===== src/rtl/mm_iddmm_pkg.sv =====
// mm_iddmm_pkg: shared state encoding and width/length helpers for the Montgomery controller
package mm_iddmm_pkg;
  typedef enum logic [2:0] {IDLE, ROW, CARRY, SUB, COPY, FIN} state_t;
  function automatic int row_w(input int n);
    return $clog2(n);
  endfunction
  function automatic int idx_w(input int n);
    return $clog2(n) + 1;
  endfunction
  function automatic int row_cyc(input int n);
    return n + 2;
  endfunction
endpackage


===== src/rtl/mm_word_sub.sv =====
// mm_word_sub: K-bit word subtractor with registered borrow (clr zeroes it, en advances it)
// Ports: a, b operand words; diff = a - b - borrow; bout = borrow out of this word.
module mm_word_sub #(
  parameter int K = 128
) (
  input  logic         clk,
  input  logic         rst,
  input  logic         clr,
  input  logic         en,
  input  logic [K-1:0] a,
  input  logic [K-1:0] b,
  output logic [K-1:0] diff,
  output logic         bout
);
  logic borrow;
  assign {bout, diff} = {1'b0, a} - {1'b0, b} - {{K{1'b0}}, borrow};
  always_ff @(posedge clk)
    if (rst || clr) borrow <= 1'b0;
    else if (en) borrow <= bout;
endmodule


===== src/rtl/mm_iddmm_ctrl.sv =====
// mm_iddmm_ctrl: sequencer for the word-serial Montgomery PE plus final conditional subtraction
// Ports: start/busy/done handshake; pe_i/pe_j/pe_j00 drive the PE, pe_carry/pe_uj come back;
// a_* is the A scratch memory (write port + combinational read), m_* the modulus read port,
// r_* the result memory write port; final_sel=1 means the result is A unchanged.
// Optional MM_IDDMM_CTRL_PERF_EN adds cyc_cnt (operation cycle count) and sub_skipped.
module mm_iddmm_ctrl import mm_iddmm_pkg::*; #(
  parameter int K  = 128,
  parameter int N  = 32,
  parameter int IW = $clog2(N) + 1
) (
  input  logic                 clk,
  input  logic                 rst,
  input  logic                 start,
  output logic                 busy,
  output logic                 done,
  output logic [$clog2(N)-1:0] pe_i,
  output logic [$clog2(N):0]   pe_j,
  output logic                 pe_j00,
  input  logic                 pe_carry,
  input  logic [K-1:0]         pe_uj,
  output logic                 a_we,
  output logic [IW-1:0]        a_waddr,
  output logic [K-1:0]         a_wdata,
  output logic [IW-1:0]        a_raddr,
  input  logic [K-1:0]         a_rdata,
  output logic [IW-1:0]        m_raddr,
  input  logic [K-1:0]         m_rdata,
  output logic                 r_we,
  output logic [$clog2(N)-1:0] r_waddr,
  output logic [K-1:0]         r_wdata,
`ifdef MM_IDDMM_CTRL_PERF_EN
  output logic [31:0]          cyc_cnt,
  output logic                 sub_skipped,
`endif
  output logic                 final_sel
);
  localparam int IIW = row_w(N);
  localparam int JW = idx_w(N);
  localparam int ROW_LAST = row_cyc(N) - 1;
  state_t state, state_n;
  // cnt is the row phase p in ROW and the word index s in SUB/COPY
  logic [JW-1:0] cnt, cnt_n;
  logic [IIW-1:0] i, i_n;
  logic fsel_n, acc, bout;
  logic [K-1:0] diff;
  assign acc = state == IDLE && start;
  assign busy = state inside {ROW, CARRY, SUB, COPY};
  assign done = state == FIN;
  assign pe_j00 = state == ROW && cnt == '0;
  assign pe_i = (state == ROW || state == CARRY) ? i : '0;
  // CARRY keeps the last column index of the final row
  assign pe_j = state == ROW ? (cnt < JW'(2) ? '0 : cnt - 1'b1) : state == CARRY ? JW'(N) : '0;
  assign a_raddr = state == ROW ? IW'(pe_j) : (state == SUB || state == COPY) ? IW'(cnt) : '0;
  assign m_raddr = state == ROW ? IW'(pe_j) : state == SUB ? IW'(cnt) : '0;
  assign a_we = (state == ROW && pe_j != '0) || state == CARRY;
  assign a_waddr = (state == ROW && a_we) ? IW'(pe_j - 1'b1) : state == CARRY ? IW'(N) : '0;
  assign a_wdata = (state == ROW && a_we) ? pe_uj : state == CARRY ? {{(K-1){1'b0}}, pe_carry} : '0;
  // word N of the subtraction only feeds the borrow, it is never stored
  assign r_we = (state == SUB && cnt != JW'(N)) || state == COPY;
  assign r_waddr = r_we ? cnt[IIW-1:0] : '0;
  assign r_wdata = (state == SUB && r_we) ? diff : state == COPY ? a_rdata : '0;
  mm_word_sub #(.K(K)) u_sub (
    .clk  (clk),
    .rst  (rst),
    .clr  (acc),
    .en   (state == SUB),
    .a    (a_rdata),
    .b    (m_rdata),
    .diff (diff),
    .bout (bout)
  );
  always_comb begin
    state_n = state;
    cnt_n = cnt;
    i_n = i;
    fsel_n = final_sel;
    case (state)
      IDLE: if (start) begin
        state_n = ROW;
        cnt_n = '0;
        i_n = '0;
        fsel_n = 1'b0;
      end
      ROW: begin
        cnt_n = cnt == JW'(ROW_LAST) ? '0 : cnt + 1'b1;
        if (cnt == JW'(ROW_LAST)) begin
          state_n = i == IIW'(N - 1) ? CARRY : ROW;
          i_n = i == IIW'(N - 1) ? i : i + 1'b1;
        end
      end
      CARRY: begin
        state_n = SUB;
        cnt_n = '0;
      end
      SUB: begin
        cnt_n = cnt == JW'(N) ? '0 : cnt + 1'b1;
        // a final borrow means A < m, so A itself is the result
        if (cnt == JW'(N)) state_n = bout ? COPY : FIN;
      end
      COPY: begin
        cnt_n = cnt + 1'b1;
        if (cnt == JW'(N - 1)) begin
          state_n = FIN;
          fsel_n = 1'b1;
        end
      end
      FIN: begin
        state_n = IDLE;
        cnt_n = '0;
      end
      default: state_n = IDLE;
    endcase
  end
  always_ff @(posedge clk)
    if (rst) begin
      state <= IDLE;
      cnt <= '0;
      i <= '0;
      final_sel <= 1'b0;
    end else begin
      state <= state_n;
      cnt <= cnt_n;
      i <= i_n;
      final_sel <= fsel_n;
    end
`ifdef MM_IDDMM_CTRL_PERF_EN
  always_ff @(posedge clk)
    if (rst || acc) begin
      cyc_cnt <= '0;
      sub_skipped <= 1'b0;
    end else begin
      if (state != IDLE && cyc_cnt != '1) cyc_cnt <= cyc_cnt + 1'b1;
      if (state == SUB && cnt == JW'(N)) sub_skipped <= !bout;
    end
`endif
endmodule


===== config.mk =====
export PLATFORM = sky130hd
export DESIGN_NAME = mm_iddmm_ctrl
export DESIGN_NICKNAME = d
export VERILOG_FILES = /design/src/rtl/mm_iddmm_pkg.sv /design/src/rtl/mm_word_sub.sv /design/src/rtl/mm_iddmm_ctrl.sv
export SDC_FILE = /design/constraint.sdc
export NUM_CORES = 1
export LEC_CHECK = 0
export CORE_AREA = 8 8 260 262
export CTS_BUF_LIST = sky130_fd_sc_hd__clkbuf_16
export DETAILED_ROUTE_END_ITERATION = 12
export DIE_AREA = 0 0 268 270
export GPL_TIMING_DRIVEN = 0
export PLACE_DENSITY_LB_ADDON = 0.2
export SLEW_MARGIN = 10
export SYNTH_ARGS = -nofsm -noshare
export SYNTH_HDL_FRONTEND = slang
export SYNTH_SLANG_ARGS = --single-unit
export TNS_END_PERCENT = 10

===== constraint.sdc =====
create_clock -name clk -period 6.2 [get_ports clk]
set_clock_uncertainty 0.1 [all_clocks]
set_input_delay 1.24 -clock clk [delete_from_list [all_inputs] [get_ports clk]]
set_output_delay 1.24 -clock clk [all_outputs]
set_load 0.02 [all_outputs]

==> results by group <==
Finish
  • Net count, final: approximately 3800
  • Final instance area: around 25000 µm²
  • Final Util: 40.0%
  • Final Instance Count excl. Fillers: between 4000 and 5000
  • Layout area overhead: 73.4%
  • Layout cell share with drive strength beyond 1: 17.2%

Clocking
  • Clock Tree Root: clkbuf_16
  • Later-pin clock latency in the skew report: about 0.25 ns
  • CTS Sinks: 16
  • Clock Tree Buf Depth: 2
  • Reg clk slew, reported paths: ~0.050 ns
  • CTS H-tree lvls: 1
  • CTS Buf Count: 3
  • Hold-fix buffers, CTS: 0
  • CTS tree: done

Synth
  • Share of the synthesized area in the top cell type: around 22%
  • Yosys cell types: 77
  • Asr flop ratio synth: 0%
  • Top cell type by total area after synthesis: ha_1
  • Top_reg_cell synth: dfxtp_1
  • Yosys reg bits: 16
  • Syn nets: 3021
  • Average cell area after synthesis: roughly 6.2 µm²
  • Seq/Total Area, Yosys: 2.18%
  • Yosys warnings: 0
  • Post-Synthesis Cells: approximately 2400
  • Area contributors post-synth: ha_1 22%, inv_1 11%, o21ai_0 7.3%
  • Cell Area, Synth: roughly 15000 µm²
  • EDFF count, synth: 0

Routing
  • Number of remaining DRC errors: 0
  • First-iteration detailed-routing DRC count: 1101
  • DR WL/cell: 23.2 µm
  • Via/cell ratio: 4.78
  • TritonRoute pass-1 iters: 8
  • Number of nets with antenna violations after routing: 0
  • Routed wire length: 93700 µm
  • DR vias: about 19000

Die
  • Height of the die: about 270 µm
  • Starting density of the core: around 23%
  • Die width: 268 µm
  • Die area: about 72000 µm²
  • I/O Pins: just under 700
  • Core area: approximately 64000 µm²
  • Row cnt: 93

STA
  • RSZ-0062 raised after global routing: true
  • Final Hold Fails: 0
  • Final WS setup: -0.724 ns
  • Fin crit share: 112%
  • Tmin final: 6.92 ns
  • Worst Max-Slew Pin Slew: 1.30 ns
  • Worst hold margin: roughly 0.38 ns
  • # setup viols final: 59
  • Worst slew margin relative to its limit: between 10% and 20%
  • Slew Limit Fails: 0
  • FMAX: around 140 MHz

Run status
  • Failing checks: negative setup slack
  • Status: finished, violations left

Power
  • Switch Pwr: approximately 0.0015 W
  • Leak Pwr: ~12 nW
  • Sequential Power Share: 3.7%
  • Combinational share of power: roughly 92%
  • Sw frac: approximately 51%
  • Power Internal: between 0.001 and 0.0015 W
  • VDD IR max: approximately 0.000075 V
  • Overall power: a little under 0.003 W
  • Power Dens Cells: 115 nW/µm²
  • Clock power frac: ~4.3%

GRT
  • Largest net degree at the start of global routing: 11
  • Total grt overflow: 0
  • First-pass GRT wire length: ~130000 µm
  • GR Util All Layers: roughly a quarter
  • Initial antenna violation count: 47
  • Number of global-route vias before repair: just under 20000

Setup path
  • CP max FO: 3
  • Arr. time, crit path: 5.58 ns
  • Slowest stage cell, crit path: fa_1
  • Crit-path cells: buf_8 -> fa_1 -> inv_2 -> ha_4 -> or2_4 -> fa_2 -> nor3b_2 -> o21ai_2 -> o21ai_4 -> a2111oi_4 -> or3_4 -> a211o_4 -> a21o_4 -> nand3_4 -> o41ai_4 -> and2_4 -> nor3_4 -> a2111oi_4 -> a22o_1 -> buf_6
  • Setup slack, reg-to-reg: ~1.2 ns
  • Most used cell, CP: a2111oi_4
  • Nature of the critical path startpoint: primary input
  • Critical path's top delay family: compound AO/OA/AOI/OAI gates
  • Crit Path Category: primary input to output port
  • Peak per-stage delay on the critical path: between 0.5 and 0.6 ns
  • Worst path bufs/invs: 3
  • Worst setup EP type: output port
  • Critical path required time: 4.86 ns

Hold path
  • Hold/Removal Path Class: flip-flop to flip-flop

Place
  • GP Congestion: approximately 0.94
  • Post-place instance area: about 23000 µm²
  • IO buf count: a little under 700
  • Inst Count DP: 3907
  • Post-DP HPWL: around 81000 µm

Run
  • Maxcap violations: 0
[per-layer routing]
metal	GRT usage [%]	wire length [µm]	part of all wire (%)	up-vias
met5	0	234	0.25	-
met4	7.78	2220	2.4	34
met3	6.77	6870	7.3	123
met2	42.3	45800	49	572
met1	28.5	38500	41	8997
li1	-	-	-	9560
[path summary, 6_finish.rpt]
kind           startpoint           end  depth (start not counted)
max            a_rdata[0]  r_wdata[122]                         20
min             final_sel     final_sel                          2
max reg2reg  u_sub.borrow      state[0]                         21
min reg2reg     final_sel     final_sel                          2
[registers in the layout (all words and copies together), names as in the netlist]
signal        cells
cnt               6
final_sel         1
u_sub.borrow      1
state             3
i                 5
[Yosys cell counts (7+ instances only)]
master	number
xor2_1	57
buf_2	12
and3_1	12
and2_1	138
o21bai_1	38
clkbuf_1	98
o21ai_0	214
nand3_1	14
o21a_1	12
nand4_1	64
or2_2	11
dfxtp_1	16
nor3_1	29
a21o_1	68
inv_1	427
nor4_1	9
nor2b_1	18
o21ai_1	16
a31oi_1	23
a22o_1	14
a21oi_1	196
xnor2_1	81
ha_1	262
a211oi_1	9
o31ai_1	11
nand2b_1	15
or3_1	7
o211ai_1	7
nor2_1	129
nand2_1	267
[worst register-to-register path, cell delays in order (launching register included)]
cell      delay, ns
dfxtp_1        0.33
inv_1          0.09
fa_1           0.56
ha_2           0.20
or2_4          0.12
fa_2           0.29
nor3b_2        0.08
o21ai_2        0.26
o21ai_2        0.14
a21oi_4        0.21
a21oi_4        0.10
buf_12         0.14
o41ai_4        0.42
a31oi_4        0.16
or3_4          0.37
a311o_1        0.40
buf_4          0.16
buf_4          0.12
a21oi_2        0.19
nor3_1         0.07
nand3b_4       0.16
a211oi_2       0.23
[final cells by class]
| class | count | area [µm²] |
|---|---|---|
| fillers | 6880 | 38200 |
| repair buffers | 813 | 7670 |
| diodes | 25 | 62.6 |
| inverters | 428 | 1610 |
| plain buffers | 89 | 445 |
| flip-flops and latches | 16 | 320 |
| well taps | 855 | 1070 |
| clock buffers | 3 | 75.1 |
| multi-input cells | 1809 | 14200 |
[through the flow]
step / TNS [ns] / setup WS (ns)
after global routing: -28.91 / -0.847
after detailed placement: -146.92 / -2.53
final: -19.21 / -0.724
after global placement: -150.84 / -2.61
after floorplan: -0.621 / -0.114
after CTS: -33.62 / -0.737
[power by group through the flow]
| stage | sequential [W] | clock [W] | combinational [W] |
|---|---|---|---|
| 6_report | 0.000109 | 0.000126 | 0.00270 |
| 5_1_grt | 0.000110 | 0.000130 | 0.00294 |
| 4_1_cts | 0.000109 | 0.000129 | 0.00258 |
| 3_5_place_dp | 0.000111 | 0 | 0.00209 |
| 3_3_place_gp | 0.000111 | 0 | 0.00211 |
| 2_1_floorplan | 0.000110 | 0 | 0.00134 |
[placed cells by master, fill, tap and decap left out, drive strengths merged, types with 10 or more instances in the layout]
cell           Yosys  layout
dfxtp             16      16
inv              428     428
diode              0      25
nor4              10      10
a22o              14      14
o21a              12      12
buf               18     210
nor2             129     129
xor2              57      57
o21bai            38      38
or2               13      13
clkdlybuf4s15      0      14
and2             140     140
xnor2             81      81
nor3              30      30
o31ai             11      11
nand2b            15      15
dlymetal6s2s       0      25
nor2b             18      18
a21o              70      70
a31oi             23      23
and3              12      12
clkbuf            98      86
nand2            267     267
ha               262     262
dlygate4sd2        0      63
nand4             65      65
o21ai            230     230
clkdlybuf4s50      0     506
nand3             15      15
a21oi            199     199
a211oi            10      10
[cells by family after synthesis]
logic type | synth area share [%]
xor gates and xnor gates | 8.23
buffers and inverters | 14.1
DFF | 2.18
adders and majority gates | 22.6
and+or+nand+nor | 24.9
muxes | 0.204
AOI/OAI and AO/OA | 27.9
[what timing repair did]
action,CTS,global route
endpoints found under the hold margin,0,0
buffers inserted,120,11
gates resized for setup,711,242
pin swaps,163,38
setup endpoints to repair,115,103
Power figures use the tool's default switching activity.
